`config.mk`:
```
export PLATFORM = sky130hd
export DESIGN_NAME = processador_param_flat
export DESIGN_NICKNAME = d
export VERILOG_FILES = /design/src/rtl/processador_param_if.sv /design/src/rtl/processador_param.sv /design/src/flat_wrapper.sv
export SDC_FILE = /design/constraint.sdc
export NUM_CORES = 1
export LEC_CHECK = 0
export CAP_MARGIN = 15
export CORE_ASPECT_RATIO = 0.6
export CORE_MARGIN = 5
export CORE_UTILIZATION = 50
export CTS_CLUSTER_DIAMETER = 30
export DETAILED_ROUTE_END_ITERATION = 8
export GPL_TIMING_DRIVEN = 0
export PLACE_DENSITY = 0.67
export SLEW_MARGIN = 20
export SYNTH_ARGS = -nofsm -noshare
export SYNTH_HDL_FRONTEND = slang
export SYNTH_SLANG_ARGS = --single-unit
```
`constraint.sdc`:
```
create_clock -name clk -period 7.11 [get_ports clk]
set_input_delay 1.422 -clock clk [delete_from_list [all_inputs] [get_ports clk]]
set_output_delay 1.422 -clock clk [all_outputs]
set_load 0.005 [all_outputs]
```
`src/rtl/processador_param_if.sv`:
```
// Command/result bundle between an instruction source and the processador_param core.
// The master drives commands; the slave (the core) returns results and flags.
interface processador_param_if #(
  parameter int WIDTH = 8,
  parameter int NREGS = 4
);
  localparam int RA = $clog2(NREGS);

  logic             cmd_valid;
  logic             cmd_ready;
  logic [3:0]       opcode;
  logic [RA-1:0]    rd;
  logic [RA-1:0]    rs1;
  logic [RA-1:0]    rs2;
  logic [WIDTH-1:0] imm;
  logic             use_imm;
  logic             res_valid;
  logic [WIDTH-1:0] result;
  logic [3:0]       flags;
  logic             illegal;

  modport master (
    output cmd_valid, opcode, rd, rs1, rs2, imm, use_imm,
    input  cmd_ready, res_valid, result, flags, illegal
  );

  modport slave (
    input  cmd_valid, opcode, rd, rs1, rs2, imm, use_imm,
    output cmd_ready, res_valid, result, flags, illegal
  );
endinterface

```
`src/rtl/processador_param.sv`:
```
// Parametrised processor core: NREGS x WIDTH register file, ALU with registered {N,V,C,Z}
// flags and carry chaining, and a WIDTH-cycle unsigned shift-add multiplier.
module processador_param #(
  parameter int WIDTH = 8,
  parameter int NREGS = 4
) (
  input logic                 clk,
  input logic                 rst,
  processador_param_if.slave  bus_if
);
  localparam int RA = $clog2(NREGS);
  localparam int CW = $clog2(WIDTH);

  localparam logic [3:0] OP_ADD = 4'd1,  OP_SUB = 4'd2,  OP_AND = 4'd3,  OP_OR  = 4'd4;
  localparam logic [3:0] OP_XOR = 4'd5,  OP_NOT = 4'd6,  OP_SHL = 4'd7,  OP_SHR = 4'd8;
  localparam logic [3:0] OP_MOV = 4'd9,  OP_ADC = 4'd10, OP_CMP = 4'd11, OP_MUL = 4'd12;

  typedef enum logic [1:0] {IDLE, EXEC, MUL} state_e;

  state_e             state_q, state_d;
  logic [WIDTH-1:0]   regs_q [NREGS];
  logic [3:0]         op_q;
  logic [RA-1:0]      rd_q;
  logic [WIDTH-1:0]   a_q, b_q;
  logic               c_q;
  logic [2*WIDTH-1:0] acc_q, mcand_q;
  logic [WIDTH-1:0]   mplier_q;
  logic [CW-1:0]      cnt_q;
  logic               res_valid_q, illegal_q;
  logic [WIDTH-1:0]   result_q;
  logic [3:0]         flags_q;

  logic               accept;
  logic [WIDTH-1:0]   opa, opb;
  logic [WIDTH:0]     sum_w, dif_w;
  logic [WIDTH-1:0]   alu_val;
  logic               alu_c, alu_v;
  logic               upd, wr_en, ill;

  assign accept = bus_if.cmd_valid && (state_q == IDLE);
  assign opa    = regs_q[bus_if.rs1];
  assign opb    = bus_if.use_imm ? bus_if.imm : regs_q[bus_if.rs2];

  always_comb begin
    state_d = state_q;
    case (state_q)
      IDLE:    if (accept) state_d = (bus_if.opcode == OP_MUL) ? MUL : EXEC;
      EXEC:    state_d = IDLE;
      MUL:     if (cnt_q == CW'(WIDTH - 1)) state_d = EXEC;
      default: state_d = IDLE;
    endcase
  end

  // Carry-in is only meaningful for ADC; the extra MSB of sum/dif is carry/borrow.
  assign sum_w = {1'b0, a_q} + {1'b0, b_q} + (WIDTH+1)'((op_q == OP_ADC) ? c_q : 1'b0);
  assign dif_w = {1'b0, a_q} - {1'b0, b_q};

  always_comb begin
    alu_val = '0;
    alu_c   = 1'b0;
    alu_v   = 1'b0;
    case (op_q)
      OP_ADD, OP_ADC: begin
        alu_val = sum_w[WIDTH-1:0];
        alu_c   = sum_w[WIDTH];
        alu_v   = (a_q[WIDTH-1] == b_q[WIDTH-1]) && (sum_w[WIDTH-1] != a_q[WIDTH-1]);
      end
      OP_SUB, OP_CMP: begin
        alu_val = dif_w[WIDTH-1:0];
        alu_c   = dif_w[WIDTH];
        alu_v   = (a_q[WIDTH-1] != b_q[WIDTH-1]) && (dif_w[WIDTH-1] != a_q[WIDTH-1]);
      end
      OP_AND:  alu_val = a_q & b_q;
      OP_OR:   alu_val = a_q | b_q;
      OP_XOR:  alu_val = a_q ^ b_q;
      OP_NOT:  alu_val = ~a_q;
      OP_SHL: begin
        alu_val = {a_q[WIDTH-2:0], 1'b0};
        alu_c   = a_q[WIDTH-1];
      end
      OP_SHR: begin
        alu_val = {1'b0, a_q[WIDTH-1:1]};
        alu_c   = a_q[0];
      end
      OP_MOV:  alu_val = b_q;
      OP_MUL: begin
        alu_val = acc_q[WIDTH-1:0];
        alu_c   = |acc_q[2*WIDTH-1:WIDTH];
        alu_v   = |acc_q[2*WIDTH-1:WIDTH];
      end
      default: ;
    endcase
  end

  assign upd   = (op_q >= OP_ADD) && (op_q <= OP_MUL);
  assign wr_en = upd && (op_q != OP_CMP);
  assign ill   = (op_q > OP_MUL);

  always_ff @(posedge clk or posedge rst) begin
    if (rst) begin
      state_q     <= IDLE;
      op_q        <= '0;
      rd_q        <= '0;
      a_q         <= '0;
      b_q         <= '0;
      c_q         <= 1'b0;
      acc_q       <= '0;
      mcand_q     <= '0;
      mplier_q    <= '0;
      cnt_q       <= '0;
      res_valid_q <= 1'b0;
      illegal_q   <= 1'b0;
      result_q    <= '0;
      flags_q     <= '0;
    end else begin
      state_q     <= state_d;
      res_valid_q <= 1'b0;
      illegal_q   <= 1'b0;
      if (accept) begin
        op_q     <= bus_if.opcode;
        rd_q     <= bus_if.rd;
        a_q      <= opa;
        b_q      <= opb;
        c_q      <= flags_q[1];
        acc_q    <= '0;
        mcand_q  <= {{WIDTH{1'b0}}, opa};
        mplier_q <= opb;
        cnt_q    <= '0;
      end
      if (state_q == MUL) begin
        if (mplier_q[0]) acc_q <= acc_q + mcand_q;
        mcand_q  <= {mcand_q[2*WIDTH-2:0], 1'b0};
        mplier_q <= {1'b0, mplier_q[WIDTH-1:1]};
        cnt_q    <= cnt_q + 1'b1;
      end
      if (state_q == EXEC) begin
        res_valid_q <= 1'b1;
        illegal_q   <= ill;
        if (upd) begin
          result_q <= alu_val;
          flags_q  <= {alu_val[WIDTH-1], alu_v, alu_c, (alu_val == '0)};
        end
      end
    end
  end

  generate
    for (genvar gi = 0; gi < NREGS; gi++) begin : g_reg
      always_ff @(posedge clk or posedge rst) begin
        if (rst)
          regs_q[gi] <= '0;
        else if ((state_q == EXEC) && wr_en && (rd_q == RA'(gi)))
          regs_q[gi] <= alu_val;
      end
    end
  endgenerate

  assign bus_if.cmd_ready = (state_q == IDLE);
  assign bus_if.res_valid = res_valid_q;
  assign bus_if.illegal   = illegal_q;
  assign bus_if.result    = result_q;
  assign bus_if.flags     = flags_q;
endmodule

```
`src/flat_wrapper.sv`:
```
// flat-port wrapper written by rule: the top's interface ports become plain ports
module processador_param_flat 
#(
  parameter int WIDTH = 8,
  parameter int NREGS = 4
)
  (clk, rst, bus_if_cmd_valid, bus_if_opcode, bus_if_rd, bus_if_rs1, bus_if_rs2, bus_if_imm, bus_if_use_imm, bus_if_cmd_ready, bus_if_res_valid, bus_if_result, bus_if_flags, bus_if_illegal);
  processador_param_if #(.WIDTH(WIDTH), .NREGS(NREGS)) bus_if_i ();
  input logic clk;
  input logic rst;
  input wire logic [$bits(bus_if_i.cmd_valid)-1:0] bus_if_cmd_valid;
  input wire logic [$bits(bus_if_i.opcode)-1:0] bus_if_opcode;
  input wire logic [$bits(bus_if_i.rd)-1:0] bus_if_rd;
  input wire logic [$bits(bus_if_i.rs1)-1:0] bus_if_rs1;
  input wire logic [$bits(bus_if_i.rs2)-1:0] bus_if_rs2;
  input wire logic [$bits(bus_if_i.imm)-1:0] bus_if_imm;
  input wire logic [$bits(bus_if_i.use_imm)-1:0] bus_if_use_imm;
  output wire logic [$bits(bus_if_i.cmd_ready)-1:0] bus_if_cmd_ready;
  output wire logic [$bits(bus_if_i.res_valid)-1:0] bus_if_res_valid;
  output wire logic [$bits(bus_if_i.result)-1:0] bus_if_result;
  output wire logic [$bits(bus_if_i.flags)-1:0] bus_if_flags;
  output wire logic [$bits(bus_if_i.illegal)-1:0] bus_if_illegal;
  assign bus_if_i.cmd_valid = bus_if_cmd_valid;
  assign bus_if_i.opcode = bus_if_opcode;
  assign bus_if_i.rd = bus_if_rd;
  assign bus_if_i.rs1 = bus_if_rs1;
  assign bus_if_i.rs2 = bus_if_rs2;
  assign bus_if_i.imm = bus_if_imm;
  assign bus_if_i.use_imm = bus_if_use_imm;
  assign bus_if_cmd_ready = bus_if_i.cmd_ready;
  assign bus_if_res_valid = bus_if_i.res_valid;
  assign bus_if_result = bus_if_i.result;
  assign bus_if_flags = bus_if_i.flags;
  assign bus_if_illegal = bus_if_i.illegal;
  processador_param #(.WIDTH(WIDTH), .NREGS(NREGS)) u_core (.clk(clk), .rst(rst), .bus_if(bus_if_i));
endmodule
```
---- After elaboration in Yosys (flattened, before gate mapping) ----
Index checks and enable logic that the tools add are counted.
storage, ports and cells
  bits in registers ....................... 114
  input port bits ......................... 22
  output and inout bits ................... 15
  logic and storage cells ................. 105
operators by class
  $add $sub $neg .......................... 5
  $lt $le $gt $ge ......................... 5
  eq/ne operators ......................... 26
  mux-type cells .......................... 26
  bitwise operators ....................... 6
  reduce and logical (&&, ||, !) cells .... 19
operator list
  cell                  number
  $mux W16              5
  $pmux W8 S10          1
  $mux W8               7
  $bmux W8 S2           2
  $eq A4 B4 Y1 const B  6
  $add A16 B16 Y16      1
  $eq A4 B3 Y1 const B  4
  $logic_and A1 B1 Y1   10
  $add A8 B8 Y9         1
  $add A9 B9 Y9         1
  $sub A8 B8 Y9         1
  $and A8 B8 Y8         1
  $eq A4 B2 Y1 const B  2
  $logic_not A8 Y1      1
  $not A8 Y8            1
  $or A8 B8 Y8          1
  $reduce_or A8 Y1      1
  $xor A8 B8 Y8         1
  $eq A2 B2 Y1 const B  3
  $ge A3 B3 Y1 const B  2
  $mux W2               3
  $mux W3               2
  $not A2 Y3            2
  $pmux W1 S5           1
  18 further kinds      27

---- Depth between registers and ports, before layout ----
Gate-level depths: netlist of run 1.
  word-level depth ........................ 7
  depth in mapped cells ................... 11
  gate-level depth less buffers ........... 11

---- Least setup slack after synthesis of run 1 ----
OpenSTA, ideal clock, no wires.
  kind .................................... reg-to-reg
  start point ............................. register u_core.op_q[3]
  end point ............................... register u_core.flags_q[0], in the netlist u_core.bus_if.flags[0]
  setup time .............................. 0.103 ns
  data arrival time ....................... 3.184 ns
  data required time ...................... 7.007 ns
  setup slack ............................. 3.823 ns
  stages on the path, launching flop included .. 12
  buffers on the path ..................... 0
  period minus slack after synthesis ...... 3.287 ns
  cell sequence ........................... dfrtp_1 -> nor2b_1 -> nand3_1 -> fa_1 -> fa_1 -> nor2b_1 -> o21a_1 -> o32a_1 -> a22oi_1 -> or3_1 -> or4_1 -> o41ai_2
on the way
  word-level cells in the longest chain between the ends .. 5
  elaborated cells on any way between the ends .. 22
  classes of those cells .................. 1 x add/sub; 2 x order compare; 12 x eq/ne; 2 x mux; 5 x reduce/logical
ends and longest elaborated chain
  element                 RTL line                                          source
  start, declared         processador_param.sv:22                           logic [3:0] op_q;
  start signal, assigned  processador_param.sv:120                          op_q <= bus_if.opcode;
  $eq A4 B4 Y1            processador_param.sv:55, processador_param.sv:62
  $mux W1                 processador_param.sv:55                           assign sum_w = {1'b0, a_q} + {1'b0, b_q} + (WIDTH+1)'((op_q == OP_ADC) ? c_q : 1'b0);
  $add A9 B9 Y9           processador_param.sv:55
  $pmux W8 S10            processador_param.sv:62                           case (op_q)
  $logic_not A8 Y1        processador_param.sv:141                          flags_q <= {alu_val[WIDTH-1], alu_v, alu_c, (alu_val == '0)};
  end signal, assigned    processador_param.sv:141
  end, declared           processador_param.sv:31                           logic [3:0] flags_q;
Several ways; a longest one is shown, not always the timed one.
A chain may end at the register's enable or synchronous reset.

---- Worst setup path after layout of run 1 ----
  start point ............................. register u_core.op_q[1]
  end point ............................... register u_core.flags_q[0], in the netlist u_core.bus_if.flags[0]
The elaborated chain is that of the path after synthesis.

==> results of run 1 <==
[sequential cells by signal, summed over array words and instances (netlist names), 2 cells and up]
signal and count:
u_core.regs_q 32, u_core.acc_q 16, u_core.mcand_q 16, u_core.a_q 8
u_core.b_q 8, u_core.mplier_q 8, u_core.bus_if.result 7, u_core.bus_if.flags 4
u_core.op_q 4, u_core.cnt_q 3, u_core.rd_q 2, u_core.state_q 2
[tightest hold or removal path, stage by stage (launching register included)]
cell and delay, ns:
dfrtp_1 0.34, nand2_1 0.06, o41ai_2 0.05
[metal layers]
metal  global-route usage  vias up  share of wire
met5                    0        -              0
met4              0.07152        0          0.017
met3              0.07900       43           0.11
met2               0.3692      340           0.41
met1               0.4070     3006           0.47
li1                     -     2674              -
[synth_stat cells, types with 3 or more instances]
| cell | number | share of area |
|---|---|---|
| a221o_1 | 17 | 0.024 |
| o21ai_0 | 44 | 0.031 |
| and3_1 | 9 | 0.0079 |
| o22ai_1 | 6 | 0.0053 |
| a22o_1 | 3 | 0.0037 |
| o221ai_1 | 5 | 0.0061 |
| inv_1 | 29 | 0.015 |
| nand3_1 | 14 | 0.0098 |
| a32o_1 | 3 | 0.0042 |
| a21o_1 | 26 | 0.027 |
| mux2_2 | 40 | 0.063 |
| and2b_1 | 3 | 0.0032 |
| nor3_1 | 8 | 0.0056 |
| a221oi_1 | 6 | 0.0074 |
| o21bai_1 | 4 | 0.0042 |
| a211o_1 | 4 | 0.0049 |
| xnor2_1 | 6 | 0.0074 |
| fa_1 | 4 | 0.011 |
| mux2i_1 | 17 | 0.024 |
| nor2_1 | 30 | 0.016 |
| clkbuf_1 | 22 | 0.012 |
| a22oi_1 | 5 | 0.0053 |
| a21oi_1 | 26 | 0.018 |
| ha_1 | 41 | 0.072 |
| xor2_1 | 8 | 0.0098 |
| a31oi_1 | 6 | 0.0053 |
| mux4_2 | 17 | 0.054 |
| o211ai_1 | 4 | 0.0042 |
| buf_4 | 3 | 0.0032 |
| nand2_1 | 86 | 0.045 |
| nor2b_1 | 11 | 0.0097 |
| dfrtp_1 | 113 | 0.40 |
| a31o_2 | 3 | 0.0037 |
| buf_2 | 3 | 0.0021 |
| buf_1 | 4 | 0.0021 |
| nand2b_1 | 13 | 0.011 |
| a32oi_1 | 3 | 0.0037 |
[power groups by stage]
stage | Combinational [W] | Sequential [W] | Clock, W
2_1_floorplan | 0.000909 | 0.000972 | 0
3_3_place_gp | 0.00125 | 0.00104 | 0
3_5_place_dp | 0.00128 | 0.00106 | 0
4_1_cts | 0.00130 | 0.00105 | 0.000812
5_1_grt | 0.00143 | 0.00108 | 0.000846
6_report | 0.00132 | 0.00106 | 0.000806
[logic make-up (layout without fill, tap and decap cells)]
| logic type | Yosys count | after routing | synth area share |
|---|---|---|---|
| multiplexers | 74 | 74 | 0.1409 |
| AND/OR/NAND/NOR | 196 | 196 | 0.1337 |
| adder cells (fa/ha/maj) | 45 | 45 | 0.08329 |
| buffers and inverters | 63 | 127 | 0.03637 |
| AO/OA/AOI/OAI | 188 | 188 | 0.1914 |
| flip-flops | 113 | 113 | 0.3971 |
| XOR/XNOR | 14 | 14 | 0.01722 |
[layout make-up]
cell class,instances,area (sq um),area share
Sequential cell,113,2828,0.3426
Clock buffer,17,425.4,0.05154
Timing Repair Buffer,32,337.8,0.04093
Inverter,30,117.6,0.01425
Buffer,33,146.4,0.01774
Clock inverter,15,125.1,0.01516
Multi-Input combinational cell,517,4034,0.4887
Tap cell,192,240.2,0.02910
[final timing paths]
path	start	end	slack [ns]	cells after the start
setup / recovery	u_core.op_q[1]	u_core.bus_if.flags[0]	3.26	11
hold / removal	u_core.bus_if.flags[0]	u_core.bus_if.flags[0]	0.48	2
setup reg to reg	u_core.op_q[1]	u_core.bus_if.flags[0]	3.26	11
hold reg to reg	u_core.bus_if.flags[0]	u_core.bus_if.flags[0]	0.48	2
max in group asynchronous	rst	u_core.a_q[6]	5.03	3
min in group asynchronous	rst	u_core.bus_if.flags[1]	1.40	2
[metrics by stage]
stage                     hold WS, ns  setup slack, ns
after floorplan                0.4455            2.701
after global placement         0.4623            1.107
after detailed placement       0.4702            3.336
after CTS                      0.4865            3.264
after global routing           0.5156            3.093
final                          0.4838            3.257
==> impl_metrics.csv, run 1 <==
group,metric,value,unit
critical_path,start_kind,"flip-flop",
global_routing,grt_pass1_vias,5924,
floorplan,die_w,164.1,um
power_and_ir_drop,leakage,3.749,nW
synth,syn_nets,760,
timing,layout_min_cycle_time,3.853,ns
cts,cts_hold_buf,0,
cts,cts_sinks,113,
timing,rsz0062_at_grt,"no",
power_and_ir_drop,swShare,0.4077,
route,drt_iter0_drc,547,
route,via_per_inst,6.389,
final_layout,drive_above_1_share,0.1493,
final_layout,nNetsFinal,811,
synth,synthArstFlopShare,1.000,
timing,hold_viol,0,
final_layout,fillers,1172,
cts,htreeDepth,4,
final_layout,final_util,0.5985,
power_and_ir_drop,p_comb_frac,0.415,
place,dp_hpwl,15.91,mm
cts,clk_pin_slew,0.06,ns
route,wl,21.43,mm
timing,slew-limit-headroom,0.4234,
synth,synth-seq-area-share,0.3971,
place,gp_congestion,0.9838,
power_and_ir_drop,peakVddDrop,0.1748,mV
cts,postCtsSetupBuffers,0,
synth,ys_types,73,
cts,cts_resized,0,
cts,cts_root_buf,"clkbuf_16",
critical_path,crit_slowest_cell,"or4_1",
route,vias,6063,
timing,worst_pin_slew,0.8583,ns
timing,fmax,259.5,MHz
floorplan,io_pins,37,
timing,clock_skew,0.01204,ns
final_layout,diodes,0,
place,place_area,7704,sq um
synth,avgSynthCellArea,10.28,sq um
critical_path,cp_top_family,"simple AND/OR/NAND/NOR gates",
critical_path,crit_arrival,4.17,ns
floorplan,initial_core_util,0.5163,
global_routing,grt_use_total,0.2673,
final_layout,fin_cells,949,
synth,synth-seq-cells,113,
global_routing,antenna_found_initial,0,
place,dp.cells,917,
synth,yosysWarnings,0,
final_layout,final_common_cell,"dfrtp_1",
timing,slew_violations,0,
timing,period_share,0.5420,
power_and_ir_drop,p_switching,0.001299,W
critical_path,worstPathMaxFanout,6,
power_and_ir_drop,power-per-cell-area,385.9,nW/um^2
final_layout,fin_area,8254,sq um
route,drc,0,
cts,cts_inserted_buffers,17,
cts,cts.path.max_buffers,2,
floorplan,rows,33,
route,drt-pass1-iter-count,6,
cts,tritoncts,"yes",
power_and_ir_drop,pwr-share-seq,0.332,
floorplan,coreArea,13790,sq um
route,postRouteAntennaNets,0,
outcome,status,"finished clean",
power_and_ir_drop,total_power,0.003186,W
global_routing,grt_max_degree,73,
critical_path,critical_path.cell_chain,"nor2b_1, nand3_1, fa_1, fa_1, nor2b_1, o21a_1, o32a_1, a22oi_1, or3_1, or4_1, o41ai_2",
timing,final.setup.tns,0,ns
critical_path,cp.required,7.43,ns
cts,clock_latency,0.42,ns
critical_path,path_buf_inv,0,
place,port_buffers,31,
flow_run,drv_cap,0,
critical_path,endpoint_kind,"flip-flop",
floorplan,dieArea,16810,sq um
synth,synth_ff_type,"dfrtp_1",
synth,netlist_area,7121,sq um
timing,finalSetupViolations,0,
final_layout,layout_common_cells,"113 x dfrtp_1, 86 x nand2_1, 44 x o21ai_0, 41 x ha_1, 40 x mux2_2",
final_layout,areaGrowthSynthToFinish,15.92,%
global_routing,overflow,0,
synth,synthCells,693,
power_and_ir_drop,intPower,0.001887,W
floorplan,die_height,102.4,um
critical_path,crit_type,"flip-flop to flip-flop",
power_and_ir_drop,clockPowerShare,0.253,
global_routing,grt_first_pass_wirelength,33.74,mm
route,avgRoutedWirePerCell,22.58,um
min_path,hp-class,"flip-flop to flip-flop",
synth,synth_edf_count,0,
critical_path,slowest_delay,0.52,ns
(Power assumes the default switching activity.)
==> inputs of run 2 (changes only) <==
--- a/config.mk
+++ b/config.mk
@@ -12,7 +12,7 @@
 export CTS_CLUSTER_DIAMETER = 30
 export DETAILED_ROUTE_END_ITERATION = 8
 export GPL_TIMING_DRIVEN = 0
-export PLACE_DENSITY = 0.67
+export PLACE_DENSITY = 0.7
 export SLEW_MARGIN = 20
 export SYNTH_ARGS = -nofsm -noshare
 export SYNTH_HDL_FRONTEND = slang
==> constraint.sdc (replaced) <==
create_clock -name clk -period 3.3 [get_ports clk]
set_input_delay 0.66 -clock clk [delete_from_list [all_inputs] [get_ports clk]]
set_output_delay 0.66 -clock clk [all_outputs]
set_load 0.005 [all_outputs]
==> impl_metrics.csv, run 2 (synthesized netlist as in run 1, its figures left out) <==
group,metric,value,unit
route,drt-pass1-iter-count,6,
final_layout,final_util,0.6127,
final_layout,regMostFlops,"u_core.regs_q",
min_path,hold_path_end,"u_core.bus_if.flags[0]",
cts,cts.path.max_buffers,2,
critical_path,reg2reg_to,"u_core.bus_if.flags[0]",
cts,clock_latency,0.42,ns
power_and_ir_drop,power-per-cell-area,842.1,nW/um^2
critical_path,r2r-start,"u_core.op_q[0]",
final_layout,multiInputGateArea,4084,sq um
final_layout,fin_cells,958,
final_layout,largest_reg_flops,32,
final_layout,layout_common_cells,"109 x dfrtp_1, 86 x nand2_1, 44 x o21ai_0, 41 x ha_1, 40 x mux2_2",
cts,cts_hold_buf,0,
cts,clk_pin_slew,0.06,ns
timing,finalSetupViolations,0,
critical_path,slowest_delay,0.60,ns
route,wl,21.39,mm
critical_path,critical_path.cell_chain,"nor2b_4, nand3_2, fa_2, fa_2, mux2i_1, nand2_1, o31ai_1, a21oi_1, o211ai_1, or4_4, o41ai_2",
floorplan,die_height,102.4,um
flow_run,drv_cap,0,
critical_path,crit_arrival,3.55,ns
critical_path,crit_type,"flip-flop to flip-flop",
route,avgRoutedWirePerCell,22.33,um
final_layout,drive_above_1_share,0.1762,
global_routing,grt_first_pass_wirelength,33.97,mm
outcome,status,"finished clean",
critical_path,cp.required,3.61,ns
floorplan,rows,33,
route,postRouteAntennaNets,0,
timing,setup_slack,0.06396,ns
global_routing,grt_max_degree,35,
cts,tritoncts,"yes",
floorplan,initial_core_util,0.5163,
timing,period_share,0.9806,
critical_path,cp_top_family,"adder cells",
critical_path,path_buf_inv,0,
final_layout,regArea,2833,sq um
route,vias,6156,
floorplan,coreArea,13790,sq um
floorplan,io_pins,37,
final_layout,fillers,1159,
final_layout,diodes,0,
timing,hold_viol,0,
power_and_ir_drop,leakage,3.826,nW
critical_path,start_kind,"flip-flop",
floorplan,die_w,164.1,um
critical_path,endpoint_kind,"flip-flop",
cts,cts_inserted_buffers,17,
critical_path,crit_top_cell,"fa_2",
timing,slew-limit-headroom,0.3849,
route,via_per_inst,6.426,
final_layout,nNetsFinal,820,
critical_path,crit_slowest_cell,"or4_4",
final_layout,reg_top3,"u_core.regs_q (32), u_core.acc_q (16), u_core.mcand_q (16)",
timing,fmax,309.0,MHz
timing,clock_skew,0.01321,ns
timing,hold_slack,0.4867,ns
min_path,hp-class,"flip-flop to flip-flop",
power_and_ir_drop,peakVddDrop,0.4038,mV
critical_path,r2r_slack,0.06,ns
cts,cts_root_buf,"clkbuf_16",
route,drc,0,
critical_path,reg2reg_depth,11,
floorplan,dieArea,16810,sq um
place,port_buffers,31,
power_and_ir_drop,total_power,0.007116,W
global_routing,grt_pass1_vias,6011,
timing,rsz0062_at_grt,"yes",
place,pre_cts_ws,-0.5373,ns
global_routing,overflow,0,
place,gp_congestion,1.009,
cts,cts_sinks,113,
min_path,holdCritStartpoint,"u_core.bus_if.flags[0]",
global_routing,antenna_found_initial,0,
final_layout,final_common_cell,"dfrtp_1",
critical_path,worstPathMaxFanout,8,
timing,layout_min_cycle_time,3.236,ns
place,dp_hpwl,15.81,mm
final_layout,areaGrowthSynthToFinish,18.66,%
timing,worst_pin_slew,0.9157,ns
cts,htreeDepth,4,
route,drt_iter0_drc,868,
min_path,hold_depth,2,
global_routing,grt_use_total,0.2676,
timing,slew_violations,0,
place,dp.cells,919,
## run 2: where the power goes
| part | internal [W] | switching, W | leakage [nW] |
|---|---|---|---|
| Combinational | 0.00137 | 0.00161 | 2.08 |
| Clock | 0.00114 | 0.000744 | 0.282 |
| Sequential | 0.00181 | 0.000449 | 1.47 |
## run 2: cell type report
type	instances	area share
inverter	30	0.01377
multi-input combinational	517	0.4833
tap	192	0.02843
sequential	113	0.3353
clock buffer	17	0.05035
clock inverter	15	0.02058
timing repair buffer	41	0.05094
buffer	33	0.01733
## run 2: repair_timing
| item | 4_1_cts | 5_1_grt |
|---|---|---|
| buffers inserted | 5 | 2 |
| setup endpoints to repair | 26 | 8 |
| resized for setup | 11 | 5 |
| pin swaps | 2 | 2 |
## run 2: worst register-to-register path, cell delays in order (launching register included)
cell      delay [ns]
dfrtp_2         0.47
nor2b_4         0.15
nand3_2         0.09
fa_2            0.39
fa_2            0.55
mux2i_1         0.07
nand2_1         0.09
o31ai_1         0.08
a21oi_1         0.21
o211ai_1        0.22
or4_4           0.60
o41ai_2         0.22
## run 2: worst max-delay path by stage
stage / endpoint / from / depth (start not counted) / slack [ns]
6_report: u_core.bus_if.flags[0] / u_core.op_q[0] / 11 / 0.06
3_5_place_dp: u_core.bus_if.flags[0] / u_core.op_q[3] / 11 / -0.54
5_1_grt: u_core.bus_if.flags[0] / u_core.b_q[2] / 10 / -0.06
2_1_floorplan: u_core.bus_if.flags[0] / u_core.op_q[3] / 11 / 0.01
4_1_cts: u_core.bus_if.flags[0] / u_core.op_q[2] / 10 / 0.04
3_3_place_gp: u_core.bus_if.flags[0] / u_core.op_q[0] / 11 / -0.46
## run 2: per-layer routing
metal  up-vias  share of wire  track usage
li1       2701              -            -
met1      3106           0.46       0.3900
met2       329           0.41       0.3825
met3        20           0.12      0.09553
met4         0          0.010      0.06379
met5         -              0            0
## run 2: per-stage QoR
step	TNS [ns]	instance area (sq um)
finish	0	8449
global route	-0.05840	8449
CTS	0	8411
detailed placement	-2.914	7742
global placement	-1.981	7675
floorplan	0	7124
==> inputs of run 3 (changes only) <==
--- a/config.mk
+++ b/config.mk
@@ -13,7 +13,7 @@
 export DETAILED_ROUTE_END_ITERATION = 8
 export GPL_TIMING_DRIVEN = 0
 export PLACE_DENSITY = 0.7
-export SLEW_MARGIN = 20
+export SLEW_MARGIN = 5
 export SYNTH_ARGS = -nofsm -noshare
 export SYNTH_HDL_FRONTEND = slang
 export SYNTH_SLANG_ARGS = --single-unit
==> constraint.sdc (replaced) <==
create_clock -name clk -period 3.3 [get_ports clk]
set_input_delay 0.66 -clock clk [delete_from_list [all_inputs] [get_ports clk]]
set_output_delay 0.66 -clock clk [all_outputs]
set_load 0.01 [all_outputs]
==> impl_metrics.csv, run 3 (synthesized netlist as in run 1, its figures left out) <==
group,metric,value,unit
timing,hold_slack,0.4954,ns
floorplan,initial_core_util,0.5163,
final_layout,areaGrowthSynthToFinish,18.15,%
route,drt_iter0_drc,637,
outcome,status,"finished clean",
timing,fmax,309.2,MHz
cts,htreeDepth,4,
critical_path,cp_top_family,"simple AND/OR/NAND/NOR gates",
place,port_buffers,31,
global_routing,grtUsageMet2,0.3784,
floorplan,die_w,164.1,um
timing,layout_min_cycle_time,3.234,ns
min_path,hp-class,"flip-flop to flip-flop",
power_and_ir_drop,power-per-cell-area,836.4,nW/um^2
final_layout,diodes,0,
global_routing,grt_pass1_vias,6034,
route,vias,6069,
route,via_per_inst,6.335,
timing,period_share,0.9801,
route,drt-pass1-iter-count,8,
global_routing,grt.busiest_layer,"met1",
timing,hold_viol,0,
critical_path,cp.required,3.61,ns
route,postRouteAntennaNets,0,
cts,cts_hold_buf,0,
critical_path,crit_slowest_cell,"dfrtp_2",
route,drc,0,
global_routing,grt_max_degree,42,
critical_path,endpoint_kind,"flip-flop",
place,gp_congestion,1.009,
floorplan,die_height,102.4,um
critical_path,critical_path.cell_chain,"nor2b_4, nand3_1, fa_2, fa_2, xor2_2, o221ai_2, or3_4, or3_1, or4_1, o41ai_2",
critical_path,crit_type,"flip-flop to flip-flop",
timing,clock_skew,0.01130,ns
timing,worst_pin_slew,0.8514,ns
final_layout,final_util,0.6101,
global_routing,overflow,0,
power_and_ir_drop,peakVddDrop,0.4037,mV
cts,cts_inserted_buffers,17,
global_routing,grt_use_met1,0.3885,
critical_path,crit_arrival,3.55,ns
cts,cts.path.max_buffers,2,
global_routing,antenna_found_initial,1,
critical_path,crit_top_cell,"fa_2",
cts,clock_latency,0.42,ns
cts,cts_root_buf,"clkbuf_16",
floorplan,dieArea,16810,sq um
final_layout,drive_above_1_share,0.1749,
global_routing,grt_first_pass_wirelength,33.88,mm
final_layout,layout_common_cells,"109 x dfrtp_1, 86 x nand2_1, 44 x o21ai_0, 41 x ha_1, 40 x mux2_2",
cts,tritoncts,"yes",
final_layout,largest_reg_flops,32,
final_layout,final_common_cell,"dfrtp_1",
cts,cts_sinks,113,
floorplan,rows,33,
critical_path,slowest_delay,0.47,ns
critical_path,worstPathMaxFanout,8,
final_layout,reg_top3,"u_core.regs_q (32), u_core.acc_q (16), u_core.mcand_q (16)",
global_routing,grt_use_total,0.2662,
floorplan,io_pins,37,
final_layout,nNetsFinal,820,
cts,clk_pin_slew,0.06,ns
route,avgRoutedWirePerCell,22.06,um
timing,slew-limit-headroom,0.4281,
place,dp_hpwl,15.70,mm
flow_run,drv_cap,0,
power_and_ir_drop,leakage,3.818,nW
timing,rsz0062_at_grt,"yes",
timing,finalSetupViolations,0,
timing,slew_violations,0,
floorplan,coreArea,13790,sq um
critical_path,start_kind,"flip-flop",
route,wl,21.13,mm
critical_path,path_buf_inv,0,
final_layout,regMostFlops,"u_core.regs_q",
global_routing,gr-usage-met3,0.1044,
==> run 3: metal layers <==
layer | vias up | part of all wire
met1 | 3021 | 0.46
met4 | 0 | 0.012
met3 | 32 | 0.12
met5 | - | 0
met2 | 312 | 0.41
li1 | 2704 | -
==> run 3: what timing repair did <==
| item | in CTS | in global routing |
|---|---|---|
| setup endpoints to repair | 26 | 18 |
| pin swaps | 3 | 1 |
| resized for setup | 9 | 6 |
| buffers inserted | 7 | 0 |
| endpoints found under the hold margin | 0 | 0 |
==> run 3: power breakdown <==
group | internal [W] | switching (W) | leakage (nW) | total, W
registers | 0.00181 | 0.000449 | 1.47 | 0.00226
clock network | 0.00106 | 0.000731 | 0.279 | 0.00179
logic | 0.00136 | 0.00163 | 2.07 | 0.00299
==> run 3: final timing paths <==
kind	from	endpoint	slack, ns	cells after the start
worst min-delay path	u_core.bus_if.flags[0]	u_core.bus_if.flags[0]	0.50	2
min in group asynchronous	rst	u_core.bus_if.result[2]	0.55	2
worst max register to register	u_core.op_q[0]	u_core.bus_if.flags[0]	0.07	10
worst min register to register	u_core.bus_if.flags[0]	u_core.bus_if.flags[0]	0.50	2
max in group asynchronous	rst	u_core.mcand_q[0]	2.02	4
worst max-delay path	u_core.op_q[0]	u_core.bus_if.flags[0]	0.07	10
==> run 3: per-stage QoR <==
stage | setup slack (ns) | setup TNS, ns | area, sq um | instances | power (W)
after floorplan | 0.01284 | 0 | 7124 | 693 | 0.004081
after global placement | -0.4640 | -1.981 | 7675 | 916 | 0.004922
after detailed placement | -0.5058 | -2.673 | 7735 | 919 | 0.005039
after CTS | 0.0001446 | 0 | 8391 | 958 | 0.006948
after global routing | -0.05886 | -0.05886 | 8413 | 958 | 0.007425
final | 0.06571 | 0 | 8413 | 958 | 0.007037
==> run 3: final cells by class <==
| cell class | count | area, sq um |
|---|---|---|
| fill | 1135 | 5378 |
| sequential | 113 | 2833 |
| inverter | 30 | 116.4 |
| clock buffer | 17 | 425.4 |
| timing repair buffer | 41 | 422.9 |
| buffer | 33 | 146.4 |
| clock inverter | 15 | 151.4 |
| multi-input combinational | 517 | 4078 |
| tap | 192 | 240.2 |
==> run 3: worst register-to-register path: stages, from the launching register on <==
cell,delay (ns)
dfrtp_2,0.47
nor2b_4,0.14
nand3_1,0.11
fa_2,0.40
fa_2,0.40
xor2_2,0.16
o221ai_2,0.11
or3_4,0.43
or3_1,0.31
or4_1,0.42
o41ai_2,0.20
